**config.mk**
```make
export PLATFORM = sky130hd
export DESIGN_NAME = muldiv_seq_flat
export DESIGN_NICKNAME = d
export VERILOG_FILES = /design/src/rtl/muldiv_pkg.sv /design/src/rtl/muldiv_if.sv /design/src/rtl/muldiv_core.sv /design/src/rtl/muldiv_seq.sv /design/src/flat_wrapper.sv
export SDC_FILE = /design/constraint.sdc
export NUM_CORES = 1
export LEC_CHECK = 0
export ABC_AREA = 1
export CAP_MARGIN = 10
export CELL_PAD_IN_SITES_DETAIL_PLACEMENT = 0
export CELL_PAD_IN_SITES_GLOBAL_PLACEMENT = 1
export CORE_ASPECT_RATIO = 1.5
export CORE_MARGIN = 2
export CORE_UTILIZATION = 39
export CTS_BUF_LIST = sky130_fd_sc_hd__clkbuf_8
export CTS_CLUSTER_DIAMETER = 80
export CTS_CLUSTER_SIZE = 30
export DETAILED_ROUTE_END_ITERATION = 6
export PLACE_DENSITY = 0.9
export SETUP_SLACK_MARGIN = 0.4
export SYNTH_ARGS = -nofsm -noshare
export SYNTH_HDL_FRONTEND = slang
export SYNTH_SLANG_ARGS = --single-unit
```
**constraint.sdc**
```tcl
create_clock -name clk -period 2.8 [get_ports clk]
set_input_delay 0.56 -clock clk [delete_from_list [all_inputs] [get_ports clk]]
set_output_delay 0.56 -clock clk [all_outputs]
set_load 0.05 [all_outputs]
```
**src/rtl/muldiv_pkg.sv**
```systemverilog
// Shared definitions for the sequential multiply/divide unit.
package muldiv_pkg;

   localparam int unsigned DEFAULT_WIDTH = 32;

   localparam logic OP_MULT = 1'b0;
   localparam logic OP_DIV  = 1'b1;

   typedef enum logic [1:0] {
      StIdle,
      StCalc,
      StFix,
      StDone
   } state_e;

endpackage

```
**src/rtl/muldiv_if.sv**
```systemverilog
// Request/result bundle between the main controller (master) and muldiv_seq (slave).
interface muldiv_if import muldiv_pkg::*; #(
   parameter int unsigned WIDTH = DEFAULT_WIDTH
) ();

   logic             start;
   logic             op;
   logic [WIDTH-1:0] a;
   logic [WIDTH-1:0] b;
   logic             busy;
   logic             done;
   logic             Load_HI;
   logic             Load_LO;
   logic [WIDTH-1:0] hi;
   logic [WIDTH-1:0] lo;
   logic             div_zero;

   modport master (
      output start, op, a, b,
      input  busy, done, Load_HI, Load_LO, hi, lo, div_zero
   );

   modport slave (
      input  start, op, a, b,
      output busy, done, Load_HI, Load_LO, hi, lo, div_zero
   );

endinterface

```
**src/rtl/muldiv_core.sv**
```systemverilog
// One unsigned iteration: shift-add multiply step or restoring shift-subtract divide step.
// {acc_hi, acc_lo} holds product-so-far/multiplier or remainder/dividend-quotient.
module muldiv_core import muldiv_pkg::*; #(
   parameter int unsigned WIDTH = DEFAULT_WIDTH
) (
   input  logic             op_i,
   input  logic [WIDTH-1:0] acc_hi_i,
   input  logic [WIDTH-1:0] acc_lo_i,
   input  logic [WIDTH-1:0] operand_i,
   output logic [WIDTH-1:0] acc_hi_o,
   output logic [WIDTH-1:0] acc_lo_o
);

   logic [WIDTH:0] operand_ext;
   logic [WIDTH:0] sum;
   logic [WIDTH:0] shifted;
   logic [WIDTH:0] diff;

   // Single datapath step selected by the operation.
   always_comb begin
      operand_ext = {1'b0, operand_i};
      sum         = '0;
      shifted     = '0;
      diff        = '0;
      acc_hi_o    = acc_hi_i;
      acc_lo_o    = acc_lo_i;
      if (op_i == OP_MULT) begin
         // Add multiplicand when the current multiplier bit is set, then shift right.
         sum      = {1'b0, acc_hi_i} + (acc_lo_i[0] ? operand_ext : '0);
         acc_hi_o = sum[WIDTH:1];
         acc_lo_o = {sum[0], acc_lo_i[WIDTH-1:1]};
      end else begin
         shifted = {acc_hi_i, acc_lo_i[WIDTH-1]};
         diff    = shifted - operand_ext;
         if (shifted >= operand_ext) begin
            acc_hi_o = diff[WIDTH-1:0];
            acc_lo_o = {acc_lo_i[WIDTH-2:0], 1'b1};
         end else begin
            acc_hi_o = shifted[WIDTH-1:0];
            acc_lo_o = {acc_lo_i[WIDTH-2:0], 1'b0};
         end
      end
   end

endmodule

```
**src/rtl/muldiv_seq.sv**
```systemverilog
// Sequential signed multiply/divide unit with fixed WIDTH+2 cycle latency.
// Optional feature: define MULDIV_DIV0_TRAP_EN to short-circuit divide-by-zero
// straight to DONE with div_zero flagged.
module muldiv_seq import muldiv_pkg::*; #(
   parameter int unsigned WIDTH = DEFAULT_WIDTH
) (
   input logic     clk,
   input logic     reset_n,
   muldiv_if.slave bus
);

   localparam int unsigned CntW = $clog2(WIDTH + 1);

   state_e           state_q, state_d;
   logic [CntW-1:0]  cnt_q, cnt_d;
   logic             op_q, op_d;
   logic             sa_q, sa_d;
   logic             sb_q, sb_d;
   logic [WIDTH-1:0] opnd_q, opnd_d;
   logic [WIDTH-1:0] acc_hi_q, acc_hi_d;
   logic [WIDTH-1:0] acc_lo_q, acc_lo_d;
   logic [WIDTH-1:0] hi_q, hi_d;
   logic [WIDTH-1:0] lo_q, lo_d;
   logic             div_zero_q, div_zero_d;

   logic [WIDTH-1:0]   step_hi, step_lo;
   logic [WIDTH-1:0]   a_abs, b_abs;
   logic [2*WIDTH-1:0] prod;

   muldiv_core #(
      .WIDTH (WIDTH)
   ) u_core (
      .op_i      (op_q),
      .acc_hi_i  (acc_hi_q),
      .acc_lo_i  (acc_lo_q),
      .operand_i (opnd_q),
      .acc_hi_o  (step_hi),
      .acc_lo_o  (step_lo)
   );

   // Next-state, operand capture, iteration and sign fix-up.
   always_comb begin
      state_d    = state_q;
      cnt_d      = cnt_q;
      op_d       = op_q;
      sa_d       = sa_q;
      sb_d       = sb_q;
      opnd_d     = opnd_q;
      acc_hi_d   = acc_hi_q;
      acc_lo_d   = acc_lo_q;
      hi_d       = hi_q;
      lo_d       = lo_q;
      div_zero_d = div_zero_q;
      a_abs      = bus.a[WIDTH-1] ? -bus.a : bus.a;
      b_abs      = bus.b[WIDTH-1] ? -bus.b : bus.b;
      prod       = {acc_hi_q, acc_lo_q};
      unique case (state_q)
         StIdle: begin
            if (bus.start) begin
               op_d     = bus.op;
               sa_d     = bus.a[WIDTH-1];
               sb_d     = bus.b[WIDTH-1];
               cnt_d    = CntW'(WIDTH);
               acc_hi_d = '0;
               // Divide iterates on the dividend; multiply iterates on the multiplier.
               acc_lo_d = (bus.op == OP_DIV) ? a_abs : b_abs;
               opnd_d   = (bus.op == OP_DIV) ? b_abs : a_abs;
               state_d  = StCalc;
`ifdef MULDIV_DIV0_TRAP_EN
               if (bus.op == OP_DIV && bus.b == '0) begin
                  hi_d       = bus.a;
                  lo_d       = '1;
                  div_zero_d = 1'b1;
                  state_d    = StDone;
               end
`endif
            end
         end
         StCalc: begin
            acc_hi_d = step_hi;
            acc_lo_d = step_lo;
            cnt_d    = cnt_q - CntW'(1);
            if (cnt_q == CntW'(1)) begin
               state_d = StFix;
            end
         end
         StFix: begin
            if (op_q == OP_MULT) begin
               if (sa_q ^ sb_q) begin
                  prod = -prod;
               end
               hi_d = prod[2*WIDTH-1:WIDTH];
               lo_d = prod[WIDTH-1:0];
            end else begin
               // Quotient truncates toward zero; remainder follows the dividend's sign.
               lo_d = (sa_q ^ sb_q) ? -acc_lo_q : acc_lo_q;
               hi_d = sa_q ? -acc_hi_q : acc_hi_q;
            end
            div_zero_d = 1'b0;
            state_d    = StDone;
         end
         StDone: begin
            state_d = StIdle;
         end
         default: begin
            state_d = StIdle;
         end
      endcase
   end

   // State and datapath registers; reset abandons any operation in flight.
   always_ff @(posedge clk or negedge reset_n) begin
      if (!reset_n) begin
         state_q    <= StIdle;
         cnt_q      <= '0;
         op_q       <= OP_MULT;
         sa_q       <= 1'b0;
         sb_q       <= 1'b0;
         opnd_q     <= '0;
         acc_hi_q   <= '0;
         acc_lo_q   <= '0;
         hi_q       <= '0;
         lo_q       <= '0;
         div_zero_q <= 1'b0;
      end else begin
         state_q    <= state_d;
         cnt_q      <= cnt_d;
         op_q       <= op_d;
         sa_q       <= sa_d;
         sb_q       <= sb_d;
         opnd_q     <= opnd_d;
         acc_hi_q   <= acc_hi_d;
         acc_lo_q   <= acc_lo_d;
         hi_q       <= hi_d;
         lo_q       <= lo_d;
         div_zero_q <= div_zero_d;
      end
   end

   assign bus.busy     = (state_q != StIdle);
   assign bus.done     = (state_q == StDone);
   assign bus.Load_HI  = bus.done;
   assign bus.Load_LO  = bus.done;
   assign bus.hi       = hi_q;
   assign bus.lo       = lo_q;
   assign bus.div_zero = div_zero_q;

endmodule

```
**src/flat_wrapper.sv**
```systemverilog
// flat-port wrapper written by rule: the top's interface ports become plain ports
module muldiv_seq_flat import muldiv_pkg::*;
#(
   parameter int unsigned WIDTH = DEFAULT_WIDTH
)
  (clk, reset_n, bus_start, bus_op, bus_a, bus_b, bus_busy, bus_done, bus_Load_HI, bus_Load_LO, bus_hi, bus_lo, bus_div_zero);
  muldiv_if #(.WIDTH(WIDTH)) bus_i ();
  input logic clk;
  input logic reset_n;
  input wire logic [$bits(bus_i.start)-1:0] bus_start;
  input wire logic [$bits(bus_i.op)-1:0] bus_op;
  input wire logic [$bits(bus_i.a)-1:0] bus_a;
  input wire logic [$bits(bus_i.b)-1:0] bus_b;
  output wire logic [$bits(bus_i.busy)-1:0] bus_busy;
  output wire logic [$bits(bus_i.done)-1:0] bus_done;
  output wire logic [$bits(bus_i.Load_HI)-1:0] bus_Load_HI;
  output wire logic [$bits(bus_i.Load_LO)-1:0] bus_Load_LO;
  output wire logic [$bits(bus_i.hi)-1:0] bus_hi;
  output wire logic [$bits(bus_i.lo)-1:0] bus_lo;
  output wire logic [$bits(bus_i.div_zero)-1:0] bus_div_zero;
  assign bus_i.start = bus_start;
  assign bus_i.op = bus_op;
  assign bus_i.a = bus_a;
  assign bus_i.b = bus_b;
  assign bus_busy = bus_i.busy;
  assign bus_done = bus_i.done;
  assign bus_Load_HI = bus_i.Load_HI;
  assign bus_Load_LO = bus_i.Load_LO;
  assign bus_hi = bus_i.hi;
  assign bus_lo = bus_i.lo;
  assign bus_div_zero = bus_i.div_zero;
  muldiv_seq #(.WIDTH(WIDTH)) u_core (.clk(clk), .reset_n(reset_n), .bus(bus_i));
endmodule
```
---- Word level (Yosys, flattened, before mapping) ----
Index checks and enable logic that the tools add are counted.
cells by class
  $lt $le $gt $ge ......................... 1
  reduce and logical (&&, ||, !) cells .... 6
  equality and inequality tests ........... 6
  muxes and demuxes ....................... 23
  add/sub/neg operators ................... 8
  bitwise logic cells ..................... 1
operators with widths
  kind                                                                    number
  32-bit 2-to-1 mux                                                       14
  32-bit negator                                                          4
  32-bit one-hot mux with 2 select lines                                  2
  64-bit 2-to-1 mux                                                       1
  64-bit negator                                                          1
  32-bit by 32-bit adder with 33-bit output                               1
  33-bit by 32-bit greater-or-equal comparator with 1-bit output          1
  32-bit subtractor                                                       1
  6-bit one-hot mux with 2 select lines                                   1
  2-bit one-hot mux with 4 select lines                                   1
  6-bit by 1-bit equality test with 1-bit output (second input constant)  1
  6-bit 2-to-1 mux                                                        1
  2-bit AND reduction                                                     3
  6-bit by 1-bit subtractor with 6-bit output (second input constant)     1
  2-bit equality test (second input constant)                             2
  2-bit 2-to-1 mux                                                        2
  2-bit nonzero test                                                      2
  2-bit by 1-bit equality test with 1-bit output (second input constant)  1
  2-bit zero test                                                         1
  2-bit by 1-bit != test with 1-bit output (second input constant)        1
  2-bit != test (second input constant)                                   1
  1-bit 2-to-1 mux                                                        1
  1-bit XOR                                                               1
word-level totals
  bits of input ports ..................... 68
  logic and storage cells ................. 55
  register bits after elaboration ......... 171

---- Logic depth before layout (Yosys ltp) ----
  depth in word-level cells ............... 5
  gate-level depth with buffers ........... 20
  gate-level depth less buffers ........... 18

---- Cells and area by module ----
Synthesis repeated with hierarchy kept, for this count alone.
unflattened totals
  cell total of the unflattened synthesis .. 2959
  area, all modules ....................... 17468.0 µm²
by module, submodules not included
  module       seq. area each (µm²)  instances  area each (µm²)  cells an instance
  muldiv_seq   4279.1                1          11537.3          1739
  muldiv_core  0.0                   1          5930.7           1220

---- Least setup slack after synthesis ----
Ideal clock, no wire load.
  path kind ............................... reg2reg
  start ................................... reg u_core.acc_lo_q[0]
  end ..................................... reg u_core.acc_hi_q[29]
  buffers on the path ..................... 2
  setup slack ............................. 0.191 ns
  setup time .............................. 0.118 ns
  cell stages (with the launch flop) ...... 20
  arrival time ............................ 2.491 ns
  clock period less this slack ............ 2.609 ns
  required time ........................... 2.682 ns
  cells stage by stage .................... dfrtp_1 clkbuf_1 clkbuf_1 nand2_1 inv_1 ha_1 inv_1 fa_1 inv_1 nand3_1 nand3_1 nand2_1 nand2_1 nand2_1 nand3_1 nand2_1 nand3_1 nand3_1 nand3_1 nand2_1
on the way
  word-level cells in the longest chain between the ends .. 4
RTL lines
  item                                       line               RTL
  start: declaration                         muldiv_seq.sv:21   logic [WIDTH-1:0] acc_lo_q, acc_lo_d;
  start signal: assignment                   muldiv_seq.sv:133  acc_lo_q <= acc_lo_d;
  32-bit 2-to-1 mux                          muldiv_core.sv:29  sum = {1'b0, acc_hi_i} + (acc_lo_i[0] ? operand_ext : '0);
  32-bit by 32-bit adder with 33-bit output  muldiv_core.sv:29
  32-bit 2-to-1 mux                          muldiv_core.sv:27  if (op_i == OP_MULT) begin
  32-bit one-hot mux with 2 select lines     muldiv_seq.sv:57   unique case (state_q)
  end signal: assignment                     muldiv_seq.sv:132  acc_hi_q <= acc_hi_d;
  end: declaration                           muldiv_seq.sv:20   logic [WIDTH-1:0] acc_hi_q, acc_hi_d;
No other way between the ends.
A chain may end at the register's enable or synchronous reset.

---- Worst setup path in the final report ----
Ends and elaborated chain as after synthesis.

==> summary.txt <==
Run status
  • Status: finished clean

Hold path
  • Worst hold path class: reg2reg
  • Hold depth: 2
  • HP Start: u_core.bus.hi[25]$_DFFE_PN0P_
  • WHS Endpoint: u_core.bus.hi[25]$_DFFE_PN0P_

Floorplanning
  • Initial Util: 39.5%
  • Die area: 0.0473 mm2
  • Core region area: 0.0449 mm2
  • Num rows: 95
  • IO Pins: 137
  • Die span in x: 178 um
  • Die Height: 265 um

Finish
  • Area Growth Syn to Fin: 35.6%
  • # fillers: 4,644
  • Share of cells above drive strength 1: 21.4%
  • Post-route design area: 0.0241 mm2
  • Fin nets: 3,498

Setup path
  • CP max FO: 5
  • Launch point of the worst reg-to-reg path: u_core.acc_lo_q[0]$_DFFE_PN0P_
  • Nature of the critical path endpoint: flop
  • Crit path kind: reg2reg
  • CP Data Required Time: 3230 ps
  • Crit path launch type: flop
  • R2R depth: 18
  • Reg-to-reg critical path endpoint: u_core.acc_hi_q[29]$_DFFE_PN0P_
  • Worst EP arrival: 2990 ps
  • Reg2Reg Setup Slack: 240 ps

Global route
  • Initial antenna violation count: 2
  • Largest net degree at the start of global routing: 99
  • Global-route wire length before repair: 129 mm
  • GRT Overall Usage: 36.8%
  • Vias in the first global route: 21,500
  • GRT overflow: 0

Yosys
  • Post-synth EDFFs: 0
  • Syn Inst Count: 3,018
  • Largest area contributor in the netlist: dfrtp_1
  • Top_reg_cell synth: dfrtp_1
  • Yosys warnings: 0
  • Async SR Flop Fraction: 100%
  • FF+latch count, synth: 171
  • Synth top area share: 24.1%
  • Synthesized area: 0.0177 mm2
  • Largest cells by area after synthesis: dfrtp_1 24%, nand2_1 21%, nand3_1 8.5%, inv_1 8.3%, nor2_1 6.4%
  • Syn_nets: 3,162
  • Most frequent cell after synthesis: nand2_1
  • Synth unique cells: 53
  • Sequential area share after synthesis: 24.1%
  • Most common library cells after synthesis: 1,004 x nand2_1, 394 x inv_1, 304 x nor2_1, 301 x nand3_1, 172 x o21ai_0
  • Mapped Avg Cell Area: 5.88 um2

Placed design
  • Dpl hpwl: 69.8 mm
  • Pre-CTS setup slack: -158 ps
  • Dpl cell area: 0.0211 mm2
  • # port buffers: 135
  • RD Place Congestion: 1.05

Clocking
  • Max clock buf depth: 2
  • Clk sinks: 171
  • Root Driver: clkbuf_8
  • TritonCTS clock tree: done
  • Worst-skew pair later-pin latency: 540 ps
  • Clock slew at reported path FFs: 120 ps
  • Htree depth: 4
  • CTS Buf Count: 17

Routing
  • Antenna Nets Post-Route: 0
  • Pre-antenna DRT Iters: 6
  • Detailed Route Iter0 Violations: 1,986
  • WL/cell: 22.4 um
  • Via-to-Cell Ratio: 5.56
  • Detailed Route WL: 88.4 mm
  • Vias: 22,000
  • Post-route DRC: 0

Timing
  • Clock skew: 31.1 ps
  • Final Hold Viols: 0
  • Tightest Pin Transition: 600 ps
  • Max Slew Vio Count: 0
  • Final setup fails: 0
  • Peak Freq: 390 MHz
  • Tmin final: 2560 ps
  • Worst rel slew slack: 60.0%
  • Period utilization: 91.5%
  • Final WS setup: 239 ps
  • RSZ-0062 raised after global routing: true

Power
  • Internal: 14,600 uW
  • VDD IR max: 1.29 mV
  • Sw Share: 58.4%
  • Psw: 20,600 uW
  • Logic pwr share: 79.9%
  • Pwr/cell area: 1460 mW/mm2
  • Leak: 0.0119 uW
  • Clock network power share: 5.8%
  • Seq pwr share: 14.3%

Run
  • # Max-Cap Violations: 0
-- stage by stage --
stage | setup TNS, ps | instances | hold WS, ps | utilization (%) | power, uW
global placement | -636 | 3837 | 465 | 46.9 | 28000
detailed placement | -538 | 3837 | 466 | 46.9 | 28100
floorplan | 0 | 3018 | 264 | - | 19000
global route | 0 | 3950 | 522 | 53.6 | 37400
CTS | 0 | 3905 | 498 | 50.8 | 32500
finish | 0 | 3950 | 498 | 53.6 | 35200
-- metal layers --
layer | part of all wire [%] | global-route usage, % | up-vias
met5 | 0 | 0 | -
met4 | 10 | 30.4 | 0
met3 | 5.9 | 5.00 | 332
met2 | 48 | 63.4 | 999
met1 | 36 | 39.8 | 10300
li1 | - | - | 10300
-- critical path: stages, from the launching register on --
cell and delay (ps):
dfrtp_2 550, buf_12 160, nand2_1 50, inv_1 60
ha_2 180, inv_2 40, fa_2 390, inv_4 90
nand3_2 100, nand3_4 120, nand2_4 60, nand2_4 100
nand2_2 80, nand3_2 80, nand2_1 70, nand3_1 90
nand3_1 80, nand3_1 90, nand2_1 50
-- cell usage in the layout, fill, tap and decap left out, types with 7 or more instances in the layout --
master	count
a21oi_1	118
a21oi_2	28
a22oi_1	11
a31oi_1	10
buf_12	13
buf_4	242
buf_6	15
clkbuf_8	17
clkdlybuf4s50_1	130
dfrtp_1	153
dfrtp_2	18
ha_1	13
ha_4	58
inv_1	345
inv_2	57
nand2_1	920
nand2_2	75
nand2_4	30
nand3_1	271
nand3_2	32
nand3b_1	21
nand4_1	46
nor2_1	256
nor2_2	34
nor2_4	23
nor3_1	25
o211ai_1	27
o21a_1	7
o21ai_0	148
o21ai_1	21
o21ai_2	10
xnor2_1	23
xor2_1	69
-- power by group through the flow --
stage	Combinational [uW]	Clock (uW)	Sequential [uW]
2_1_floorplan	12900	0	6140
3_3_place_gp	23000	0	4940
3_5_place_dp	23100	0	4950
4_1_cts	25500	2050	4940
5_1_grt	30100	2140	5120
6_report	28100	2040	5030
-- registers in the layout (all words and copies together) (netlist names) --
signal and flops:
u_core.cnt_q 6, u_core.acc_hi_q 32, u_core.bus.hi 32, u_core.acc_lo_q 32, u_core.state_q 2, u_core.opnd_q 32
u_core.sb_q 1, u_core.sa_q 1, u_core.bus.lo 32, u_core.op_q 1
-- cells by family after synthesis --
| logic type | count (synthesis) | share of synthesized area, % |
|---|---|---|
| AOI/OAI and AO/OA | 408 | 12.6 |
| xor gates and xnor gates | 94 | 4.64 |
| adders and majority gates | 76 | 5.44 |
| buffers and inverters | 505 | 11.0 |
| DFF | 171 | 24.1 |
| other | 1 | 0.0211 |
| and+or+nand+nor | 1763 | 42.1 |
-- timing repair --
item | CTS | global route
hold buffers | 1 | 0
pin swaps | 31 | 71
endpoints found under the setup margin | 51 | 62
setup buffers | 32 | 41
cloned | 3 | 3
hold endpoints to repair | 2 | 0
resized for setup | 224 | 261
-- worst max path at each step --
stage | startpoint | to | slack [ps] | depth (start not counted)
2_1_floorplan | u_core.acc_lo_q[0]$_DFFE_PN0P_ | u_core.acc_hi_q[29]$_DFFE_PN0P_ | 430 | 19
3_3_place_gp | bus_a[2] | u_core.acc_lo_q[31]$_DFFE_PN0P_ | -200 | 9
3_5_place_dp | bus_a[2] | u_core.acc_lo_q[31]$_DFFE_PN0P_ | -160 | 9
4_1_cts | u_core.acc_lo_q[0]$_DFFE_PN0P_ | u_core.acc_hi_q[29]$_DFFE_PN0P_ | 200 | 18
5_1_grt | u_core.acc_lo_q[0]$_DFFE_PN0P_ | u_core.acc_hi_q[27]$_DFFE_PN0P_ | 100 | 18
6_report | u_core.acc_lo_q[0]$_DFFE_PN0P_ | u_core.acc_hi_q[29]$_DFFE_PN0P_ | 240 | 18
-- cell type report --
class                           instances  area [um2]  area share [%]
Clock inverter                         15         210           0.873
Antenna cell                            1        2.50          0.0104
Inverter                              411        1580            6.55
Tap cell                              582         728            3.03
Timing Repair Buffer                  408        3660            15.2
Timing Repair inverter                  2        15.0          0.0624
Multi-Input combinational cell       2343       13300            55.4
Sequential cell                       171        4300            17.9
Clock buffer                           17         234           0.972
Power figures use the tool's default switching activity.
